===== config.mk =====
export PLATFORM = sky130hd
export DESIGN_NAME = rect_draw_ctrl_flat
export DESIGN_NICKNAME = d
export VERILOG_FILES = /design/src/rtl/rect_draw_ctrl_if.sv /design/src/rtl/rect_draw_ctrl.sv /design/src/flat_wrapper.sv
export SDC_FILE = /design/constraint.sdc
export NUM_CORES = 1
export LEC_CHECK = 0
export CORE_MARGIN = 10
export CORE_UTILIZATION = 34
export DETAILED_ROUTE_END_ITERATION = 8
export SLEW_MARGIN = 20
export SYNTH_ARGS = -nofsm -noshare
export SYNTH_HDL_FRONTEND = slang
export SYNTH_SLANG_ARGS = --single-unit

===== constraint.sdc =====
create_clock -name clk -period 2.7 [get_ports clk]
set_clock_uncertainty 0.2 [all_clocks]
set_input_delay 0.54 -clock clk [delete_from_list [all_inputs] [get_ports clk]]
set_output_delay 0.54 -clock clk [all_outputs]
set_load 0.1 [all_outputs]

===== src/rtl/rect_draw_ctrl_if.sv =====
`default_nettype none
// +----------------------------------------------------------------------------+
// | rect_draw_ctrl_if                                                          |
// | Generator strobe/point bus plus SDRAM write req/ack port of the sequencer. |
// | Rev 1.0                                                                    |
// +----------------------------------------------------------------------------+
interface rect_draw_ctrl_if #(
  parameter int COLOR_W = 16
);
  logic [15:0]        rg_x;
  logic [15:0]        rg_y;
  logic               rg_rec_start;
  logic               rg_enable;
  logic               rg_seed;
  logic               rg_renew;
  logic               rg_new_frame;
  logic [15:0]        rg_o_x;
  logic [15:0]        rg_o_y;
  logic               rg_all_done;
  logic               wr_req;
  logic [15:0]        wr_x;
  logic [15:0]        wr_y;
  logic [COLOR_W-1:0] wr_data;
  logic               wr_ack;

  modport master (
    output rg_x, rg_y, rg_rec_start, rg_enable, rg_seed, rg_renew, rg_new_frame,
    output wr_req, wr_x, wr_y, wr_data,
    input  rg_o_x, rg_o_y, rg_all_done, wr_ack
  );

  modport slave (
    input  rg_x, rg_y, rg_rec_start, rg_enable, rg_seed, rg_renew, rg_new_frame,
    input  wr_req, wr_x, wr_y, wr_data,
    output rg_o_x, rg_o_y, rg_all_done, wr_ack
  );
endinterface
`default_nettype wire


===== src/rtl/rect_draw_ctrl.sv =====
`default_nettype none
// +----------------------------------------------------------------------------+
// | rect_draw_ctrl                                                             |
// | Rectangle draw sequencer: two-point capture, generator strobing, pixel     |
// | forwarding over req/ack. Optional screen clipping via RECT_CLIP_EN.        |
// | Rev 1.0                                                                    |
// +----------------------------------------------------------------------------+
module rect_draw_ctrl #(
  parameter int SETTLE_CYC = 2,
  parameter int MAX_PIX    = 65535,
`ifdef RECT_CLIP_EN
  parameter int H_RES      = 800,
  parameter int V_RES      = 600,
`endif
  parameter int COLOR_W    = 16
) (
  input  logic               clk,
  input  logic               rst_n,
  input  logic               pt_valid,
  input  logic [15:0]        pt_x,
  input  logic [15:0]        pt_y,
  input  logic [COLOR_W-1:0] color,
  input  logic               frame_start,
  rect_draw_ctrl_if.master   bus,
  output logic               busy,
  output logic               draw_done,
  output logic               draw_err,
  output logic [15:0]        pix_cnt
);

  typedef enum logic [2:0] {
    S_IDLE    = 3'd0,
    S_WAIT_P2 = 3'd1,
    S_SEED    = 3'd2,
    S_SETTLE  = 3'd3,
    S_WRITE   = 3'd4,
    S_CHECK   = 3'd5,
    S_DONE    = 3'd6,
    S_ABORT   = 3'd7
  } state_t;

  localparam logic [7:0]  c_SETTLE_LAST = 8'(SETTLE_CYC - 1);
  localparam logic [15:0] c_MAX_PIX     = 16'(MAX_PIX);

  state_t             r_state, w_state_nx;
  logic [15:0]        r_rg_x, r_rg_y, w_rg_x_nx, w_rg_y_nx;
  logic               r_rec_start, r_enable, r_seed, r_renew, r_new_frame;
  logic               w_rec_start_nx, w_enable_nx, w_seed_nx, w_renew_nx, w_new_frame_nx;
  logic               r_wr_req, w_wr_req_nx;
  logic [15:0]        r_wr_x, r_wr_y, w_wr_x_nx, w_wr_y_nx;
  logic [COLOR_W-1:0] r_color, w_color_nx;
  logic [7:0]         r_settle, w_settle_nx;
  logic [15:0]        r_pix_cnt, w_pix_cnt_nx;
  logic               r_busy, w_busy_nx;
  logic               r_done, w_done_nx;
  logic               r_err, w_err_nx;
  logic               w_clip;
  logic               w_budget_hit;

`ifdef RECT_CLIP_EN
  // Budget counts generated pixels, clipped or not, so a runaway generator still aborts.
  logic [15:0] r_step, w_step_nx;
  assign w_clip       = ({16'd0, bus.rg_o_x} >= 32'(H_RES)) || ({16'd0, bus.rg_o_y} >= 32'(V_RES));
  assign w_budget_hit = (r_step == c_MAX_PIX);
`else
  assign w_clip       = 1'b0;
  assign w_budget_hit = (r_pix_cnt == c_MAX_PIX);
`endif

  always_comb begin
    w_state_nx     = r_state;
    w_rg_x_nx      = r_rg_x;
    w_rg_y_nx      = r_rg_y;
    w_rec_start_nx = 1'b0;
    w_enable_nx    = 1'b0;
    w_seed_nx      = 1'b0;
    w_renew_nx     = 1'b0;
    w_new_frame_nx = 1'b0;
    w_wr_req_nx    = r_wr_req;
    w_wr_x_nx      = r_wr_x;
    w_wr_y_nx      = r_wr_y;
    w_color_nx     = r_color;
    w_settle_nx    = r_settle;
    w_pix_cnt_nx   = r_pix_cnt;
    w_busy_nx      = r_busy;
    w_done_nx      = 1'b0;
    w_err_nx       = r_err;
`ifdef RECT_CLIP_EN
    w_step_nx      = r_step;
`endif
    case (r_state)
      S_IDLE, S_DONE, S_ABORT: begin
        w_new_frame_nx = frame_start;
        if (pt_valid) begin
          w_state_nx     = S_WAIT_P2;
          w_rec_start_nx = 1'b1;
          w_rg_x_nx      = pt_x;
          w_rg_y_nx      = pt_y;
          w_color_nx     = color;
          w_pix_cnt_nx   = '0;
          w_err_nx       = 1'b0;
          w_busy_nx      = 1'b1;
`ifdef RECT_CLIP_EN
          w_step_nx      = '0;
`endif
        end
      end
      S_WAIT_P2: begin
        if (pt_valid) begin
          w_state_nx  = S_SEED;
          w_enable_nx = 1'b1;
          w_rg_x_nx   = pt_x;
          w_rg_y_nx   = pt_y;
        end
      end
      S_SEED: begin
        w_state_nx  = S_SETTLE;
        w_seed_nx   = 1'b1;
        w_settle_nx = '0;
      end
      S_SETTLE: begin
        if (r_settle == c_SETTLE_LAST) begin
`ifdef RECT_CLIP_EN
          if (r_step != c_MAX_PIX) w_step_nx = r_step + 16'd1;
`endif
          if (w_clip) begin
            w_state_nx = S_CHECK;
          end else begin
            w_state_nx  = S_WRITE;
            w_wr_req_nx = 1'b1;
            w_wr_x_nx   = bus.rg_o_x;
            w_wr_y_nx   = bus.rg_o_y;
          end
        end else begin
          w_settle_nx = r_settle + 8'd1;
        end
      end
      S_WRITE: begin
        if (bus.wr_ack) begin
          w_state_nx  = S_CHECK;
          w_wr_req_nx = 1'b0;
          if (r_pix_cnt != c_MAX_PIX) w_pix_cnt_nx = r_pix_cnt + 16'd1;
        end
      end
      S_CHECK: begin
        if (bus.rg_all_done) begin
          w_state_nx = S_DONE;
          w_done_nx  = 1'b1;
          w_busy_nx  = 1'b0;
        end else if (w_budget_hit) begin
          w_state_nx = S_ABORT;
          w_err_nx   = 1'b1;
          w_busy_nx  = 1'b0;
        end else begin
          w_state_nx  = S_SETTLE;
          w_renew_nx  = 1'b1;
          w_settle_nx = '0;
        end
      end
      default: w_state_nx = S_IDLE;
    endcase
  end

  always_ff @(posedge clk or negedge rst_n) begin
    if (!rst_n) begin
      r_state     <= S_IDLE;
      r_rg_x      <= '0;
      r_rg_y      <= '0;
      r_rec_start <= 1'b0;
      r_enable    <= 1'b0;
      r_seed      <= 1'b0;
      r_renew     <= 1'b0;
      r_new_frame <= 1'b0;
      r_wr_req    <= 1'b0;
      r_wr_x      <= '0;
      r_wr_y      <= '0;
      r_color     <= '0;
      r_settle    <= '0;
      r_pix_cnt   <= '0;
      r_busy      <= 1'b0;
      r_done      <= 1'b0;
      r_err       <= 1'b0;
`ifdef RECT_CLIP_EN
      r_step      <= '0;
`endif
    end else begin
      r_state     <= w_state_nx;
      r_rg_x      <= w_rg_x_nx;
      r_rg_y      <= w_rg_y_nx;
      r_rec_start <= w_rec_start_nx;
      r_enable    <= w_enable_nx;
      r_seed      <= w_seed_nx;
      r_renew     <= w_renew_nx;
      r_new_frame <= w_new_frame_nx;
      r_wr_req    <= w_wr_req_nx;
      r_wr_x      <= w_wr_x_nx;
      r_wr_y      <= w_wr_y_nx;
      r_color     <= w_color_nx;
      r_settle    <= w_settle_nx;
      r_pix_cnt   <= w_pix_cnt_nx;
      r_busy      <= w_busy_nx;
      r_done      <= w_done_nx;
      r_err       <= w_err_nx;
`ifdef RECT_CLIP_EN
      r_step      <= w_step_nx;
`endif
    end
  end

  assign bus.rg_x         = r_rg_x;
  assign bus.rg_y         = r_rg_y;
  assign bus.rg_rec_start = r_rec_start;
  assign bus.rg_enable    = r_enable;
  assign bus.rg_seed      = r_seed;
  assign bus.rg_renew     = r_renew;
  assign bus.rg_new_frame = r_new_frame;
  assign bus.wr_req       = r_wr_req;
  assign bus.wr_x         = r_wr_x;
  assign bus.wr_y         = r_wr_y;
  assign bus.wr_data      = r_color;
  assign busy             = r_busy;
  assign draw_done        = r_done;
  assign draw_err         = r_err;
  assign pix_cnt          = r_pix_cnt;

endmodule
`default_nettype wire


===== src/flat_wrapper.sv =====
// flat-port wrapper written by rule: the top's interface ports become plain ports
module rect_draw_ctrl_flat 
#(
  parameter int SETTLE_CYC = 2,
  parameter int MAX_PIX    = 65535,

  parameter int COLOR_W    = 16
)
  (clk, rst_n, pt_valid, pt_x, pt_y, color, frame_start, busy, draw_done, draw_err, pix_cnt, bus_rg_x, bus_rg_y, bus_rg_rec_start, bus_rg_enable, bus_rg_seed, bus_rg_renew, bus_rg_new_frame, bus_wr_req, bus_wr_x, bus_wr_y, bus_wr_data, bus_rg_o_x, bus_rg_o_y, bus_rg_all_done, bus_wr_ack);
  rect_draw_ctrl_if #(.COLOR_W(COLOR_W)) bus_i ();
  input  logic clk;
  input  logic rst_n;
  input  logic pt_valid;
  input  logic [15:0] pt_x;
  input  logic [15:0] pt_y;
  input  logic [COLOR_W-1:0] color;
  input  logic frame_start;
  output logic busy;
  output logic draw_done;
  output logic draw_err;
  output logic [15:0] pix_cnt;
  output wire logic [$bits(bus_i.rg_x)-1:0] bus_rg_x;
  output wire logic [$bits(bus_i.rg_y)-1:0] bus_rg_y;
  output wire logic [$bits(bus_i.rg_rec_start)-1:0] bus_rg_rec_start;
  output wire logic [$bits(bus_i.rg_enable)-1:0] bus_rg_enable;
  output wire logic [$bits(bus_i.rg_seed)-1:0] bus_rg_seed;
  output wire logic [$bits(bus_i.rg_renew)-1:0] bus_rg_renew;
  output wire logic [$bits(bus_i.rg_new_frame)-1:0] bus_rg_new_frame;
  output wire logic [$bits(bus_i.wr_req)-1:0] bus_wr_req;
  output wire logic [$bits(bus_i.wr_x)-1:0] bus_wr_x;
  output wire logic [$bits(bus_i.wr_y)-1:0] bus_wr_y;
  output wire logic [$bits(bus_i.wr_data)-1:0] bus_wr_data;
  input wire logic [$bits(bus_i.rg_o_x)-1:0] bus_rg_o_x;
  input wire logic [$bits(bus_i.rg_o_y)-1:0] bus_rg_o_y;
  input wire logic [$bits(bus_i.rg_all_done)-1:0] bus_rg_all_done;
  input wire logic [$bits(bus_i.wr_ack)-1:0] bus_wr_ack;
  assign bus_rg_x = bus_i.rg_x;
  assign bus_rg_y = bus_i.rg_y;
  assign bus_rg_rec_start = bus_i.rg_rec_start;
  assign bus_rg_enable = bus_i.rg_enable;
  assign bus_rg_seed = bus_i.rg_seed;
  assign bus_rg_renew = bus_i.rg_renew;
  assign bus_rg_new_frame = bus_i.rg_new_frame;
  assign bus_wr_req = bus_i.wr_req;
  assign bus_wr_x = bus_i.wr_x;
  assign bus_wr_y = bus_i.wr_y;
  assign bus_wr_data = bus_i.wr_data;
  assign bus_i.rg_o_x = bus_rg_o_x;
  assign bus_i.rg_o_y = bus_rg_o_y;
  assign bus_i.rg_all_done = bus_rg_all_done;
  assign bus_i.wr_ack = bus_wr_ack;
  rect_draw_ctrl #(.SETTLE_CYC(SETTLE_CYC), .MAX_PIX(MAX_PIX), .COLOR_W(COLOR_W)) u_core (.clk(clk), .rst_n(rst_n), .pt_valid(pt_valid), .pt_x(pt_x), .pt_y(pt_y), .color(color), .frame_start(frame_start), .bus(bus_i), .busy(busy), .draw_done(draw_done), .draw_err(draw_err), .pix_cnt(pix_cnt));
endmodule

Word level (Yosys, flattened, before mapping)
Index checks and enable logic that the tools add are counted. Widths: inputs -> output; s select.

Register bits after elaboration: 116. Input port bits: 86. Logic and storage cells: 91.

Reductions and logical operators: 16. Equality and inequality tests: 20. Add/subtract/negate cells: 2. Mux-type cells: 36.

Operator list (number): $mux 16 (3); $pmux 16 s2 (1); $mux 8 (3); $pmux 8 s3 (1); $mux 1 (18); $mux 3 (6); $pmux 3 s6 (1); $add 16x1->16 const B (1); $eq 16x16->1 const B (1); $ne 16x16->1 const B (1); $reduce_and 4->1 (4); $eq 3x3->1 const B (4); $ne 2x2->1 const B (6); $add 8x1->8 const B (1); $eq 8x1->1 const B (1); $eq 3x2->1 const B (2); $ne 2x1->1 const B (3); $pmux 1 s2 (3); $reduce_and 2->1 (3); $reduce_and 3->1 (2); $reduce_bool 2->1 (3); $reduce_or 4->1 (1); $eq 3x1->1 const B (1); $logic_not 3->1 (1); other kinds (3) (3).

Longest topological paths before layout
Depth after elaboration: 4. Mapped depth: 9. Mapped depth without buffers: 7.

Worst setup path before layout
OpenSTA, ideal clock, no wires.

Kind: flip-flop to flip-flop. From: register u_core.r_pix_cnt[0] (netlist: u_core.pix_cnt[0]). To: register u_core.r_pix_cnt[5] (netlist: u_core.pix_cnt[5]). Arrival: 2.380 ns. Setup time: 0.078 ns. Clock period less this slack: 2.658 ns. Slack: 0.042 ns. Stages on the path, launching flop included: 8. Cells stage by stage: dfrtp_1 ha_1 nand4_1 nor2_1 a211o_1 buf_2 or3_1 a21oi_1.

Longest elaborated chain between the ends: 4. Elaborated cells between the ends (all ways): 7. Classes of those cells: 1 x add/sub; 2 x eq/ne; 3 x mux; 1 x reduce/logical.

RTL lines: start: declaration (line rect_draw_ctrl.sv:53) `logic [15:0] r_pix_cnt, w_pix_cnt_nx;`; start signal: assignment (line rect_draw_ctrl.sv:200) `r_pix_cnt <= w_pix_cnt_nx;`; $add 16x1->16 (line rect_draw_ctrl.sv:142) `if (r_pix_cnt != c_MAX_PIX) w_pix_cnt_nx = r_pix_cnt + 16'd1;`; $mux 16 (line rect_draw_ctrl.sv:142); $mux 16 (line rect_draw_ctrl.sv:139) `if (bus.wr_ack) begin`; $pmux 16 s2 (line rect_draw_ctrl.sv:91) `case (r_state)`.

Parallel ways exist; a longest one is shown, timed or not. The select of a mux whose other input is x is not followed. A chain may end at the register's enable or synchronous reset.

Final worst setup path
From: register u_core.r_settle[1]. To: register u_core.r_wr_y[8] (netlist: u_core.bus.wr_y[8]).

Longest elaborated chain between the ends: 2.

RTL lines: start: declaration (line rect_draw_ctrl.sv:52) `logic [7:0] r_settle, w_settle_nx;`; start signal: assignment (line rect_draw_ctrl.sv:199) `r_settle <= w_settle_nx;`; $eq 8x1->1 (line rect_draw_ctrl.sv:122) `if (r_settle == c_SETTLE_LAST) begin`; $reduce_and 2->1 (no line); end signal: assignment (line rect_draw_ctrl.sv:197) `r_wr_y <= w_wr_y_nx;`; end: declaration (line rect_draw_ctrl.sv:50) `logic [15:0] r_wr_x, r_wr_y, w_wr_x_nx, w_wr_y_nx;`.

Every way passes these cells.

==> impl_metrics.json <==
{
  "status": "finished clean",
  "core_area_sq_mm": 0.0140,
  "drt_wl_total_um": 13700,
  "synth_top_area_share_pct": 59.3,
  "start_kind": "flip-flop",
  "drt_first_pass_iters": 4,
  "row_count": 43,
  "synth_commonest_cells": "dfrtp_1 (116), mux2_2 (67), nand2_1 (66)",
  "yosysTopAreaCell": "dfrtp_1",
  "cts.clk_slew.worst_paths_ns": 0.05,
  "finalSetupViolCount": 0,
  "antenna_found_initial": 0,
  "nNetsFinal": 705,
  "vias_per_cell": 4.76,
  "syn_area_sq_mm": 0.00490,
  "crit_path_end_kind": "flip-flop",
  "path_cells": "inv_1, ha_1, or4b_1, or3_1, buf_4, mux2_2",
  "grt-ovfl-total": 0,
  "area_growth_syn_to_layout_pct": 49.7,
  "maxSlewViolCount": 0,
  "grt_pass1_wl_um": 21900,
  "pre_cts_slack_ns": 0.0395,
  "synth_edf_count": 0,
  "rsz0062_at_grt": "false",
  "die_x_um": 140,
  "grt_pass1_vias": 4069,
  "arrival_ns": 2.52,
  "max_stage_delay_ns": 0.44,
  "pin_count": 191,
  "post-route-drc-count": 0,
  "synthesis.nets": 500,
  "synth-seq-cells": 116,
  "worst_slew_pin_slew_ns": 0.581,
  "grt_max_degree": 48,
  "r2r_setup_slack_ns": 0.26,
  "cts.sink_count": 116,
  "place.gp.congestion": 0.818,
  "yosysWarnings": 0,
  "hpwl_um": 10500,
  "path_delay_family": "simple AND/OR/NAND/NOR gates",
  "root_buffer": "clkbuf_16",
  "htree_levels": 4,
  "insertion_delay_ns": 0.40,
  "finalSetupTns_ns": 0,
  "post-cts-setup-buffers": 0,
  "seq_area_frac_synth_pct": 59.3,
  "numCtsBuffers": 17,
  "postRouteAntennaNets": 0,
  "synth_area_leaders": "dfrtp_1 (59%), mux2_2 (15%), nand2_1 (5.1%)",
  "slowest_stage": "or4b_1",
  "initialDrtViolationCount": 201,
  "period_share_pct": 90.5,
  "cp_data_required_time_ns": 2.78,
  "synth.most_common_cell": "dfrtp_1",
  "cp.buffers_inverters": 2,
  "dieHeight_um": 140,
  "async_flop_share_pct": 100,
  "max_cap_viol_count": 0,
  "start_util_pct": 35.0,
  "relSlewSlack_pct": 61.2,
  "routed-via-count": 3837,
  "cts_tree": "yes",
  "synthCells": 410,
  "cp_max_fo": 33,
  "period_minus_slack_ns": 2.44,
  "final_hold_viol_count": 0,
  "holdWs_ns": 0.282,
  "critPathKind": "reg -> reg",
  "grt_usage_pct": 13.9,
  "fmax_mhz": 409,
  "avgSynthCellArea_sq_um": 11.9,
  "io_buffer_count": 190,
  "ctsResizeCount": 0,
  "synth_flop_cell": "dfrtp_1",
  "finalWorstSetupSlack_ns": 0.257,
  "clockBufferDepth": 2,
  "dieArea_sq_mm": 0.0196,
  "synth_cell_type_count": 42,
  "drive_gt1_share_pct": 34.5,
  "hold_path.class": "reg -> reg",
  "wire_per_inst_um": 17.0,
  "n_antenna_cell": 0
}
-- final cells by class --
type | instances | area, sq um
sequential | 116 | 2900
inverter | 12 | 45.0
clock buffer | 26 | 529
fill | 1258 | 6650
multi-input combinational | 265 | 1850
timing repair buffer | 203 | 1760
tap | 180 | 225
clock inverter | 4 | 20.0
-- cells by family after synthesis --
family / count (synthesis) / synth area share (%)
compound gates: 54 / 7.25
xor+xnor: 6 / 1.07
fa+ha+maj: 4 / 1.02
buf+inv: 29 / 2.96
flops: 116 / 59.3
mux: 67 / 15.4
simple gates: 134 / 13.0
-- path summary, 6_finish.rpt --
| path | from | end | cells after the start |
|---|---|---|---|
| worst max-delay path | u_core.r_settle[1]$_DFFE_PN0P_ | u_core.bus.wr_y[8]$_DFFE_PN0N_ | 6 |
| worst min-delay path | u_core.bus.wr_data[13]$_DFFE_PN0P_ | u_core.bus.wr_data[13]$_DFFE_PN0P_ | 2 |
| worst max register to register | u_core.r_settle[1]$_DFFE_PN0P_ | u_core.bus.wr_y[8]$_DFFE_PN0N_ | 6 |
| worst min register to register | u_core.bus.wr_data[13]$_DFFE_PN0P_ | u_core.bus.wr_data[13]$_DFFE_PN0P_ | 2 |
| max in group asynchronous | rst_n | u_core.r_state[1]$_DFFE_PN0P_ | 3 |
| min in group asynchronous | rst_n | u_core.bus.rg_y[10]$_DFFE_PN0P_ | 2 |
-- timing repair --
action | CTS | global route
endpoints found under the setup margin | 0 | 0
hold buffers | 1 | 0
hold endpoints to repair | 42 | 0
-- metrics by stage --
step / util (%) / instance area (sq um) / std cells
final: 52.4 / 7330 / 806
after global routing: 52.4 / 7330 / 806
after CTS: 52.4 / 7330 / 806
after detailed placement: 48.4 / 6780 / 775
after global placement: 48.4 / 6780 / 775
after floorplan: - / 4900 / 410
-- placed cells by master, fill, tap and decap left out, types with 12 or more instances in the layout --
cell type,count
clkdlybuf4s50_1,84
nor2_1,17
a21oi_1,12
dfrtp_1,116
buf_4,116
inv_1,12
nand2_1,66
o21ai_0,16
mux2_2,67
clkbuf_16,17
-- metal layers --
layer	part of all wire, %	vias to the layer above	global-route usage (%)
met1	43	1843	16.1
met5	0	-	0
met4	0.93	0	4.57
li1	-	1854	-
met3	7.9	7	6.05
met2	48	133	22.5
-- registers in the layout, indices dropped and copies added, names as in the netlist --
signal,cells
u_core.bus.rg_x,16
u_core.bus.rg_y,16
u_core.bus.wr_data,16
u_core.bus.wr_x,16
u_core.bus.wr_y,16
u_core.pix_cnt,16
u_core.r_settle,8
u_core.r_state,3
u_core.bus.rg_enable,1
u_core.bus.rg_new_frame,1
u_core.bus.rg_rec_start,1
u_core.bus.rg_renew,1
u_core.bus.rg_seed,1
u_core.bus.wr_req,1
u_core.busy,1
u_core.draw_done,1
u_core.draw_err,1
-- tightest hold or removal path, delay by kind of cell, from the launching register on --
kind             cells  cell delay, ns
flip-flops           1            0.35
AND/OR/NAND/NOR      2            0.10
Power is not shown: default switching activity piles up to over one toggle a cycle in this logic, so the estimate is an artifact.
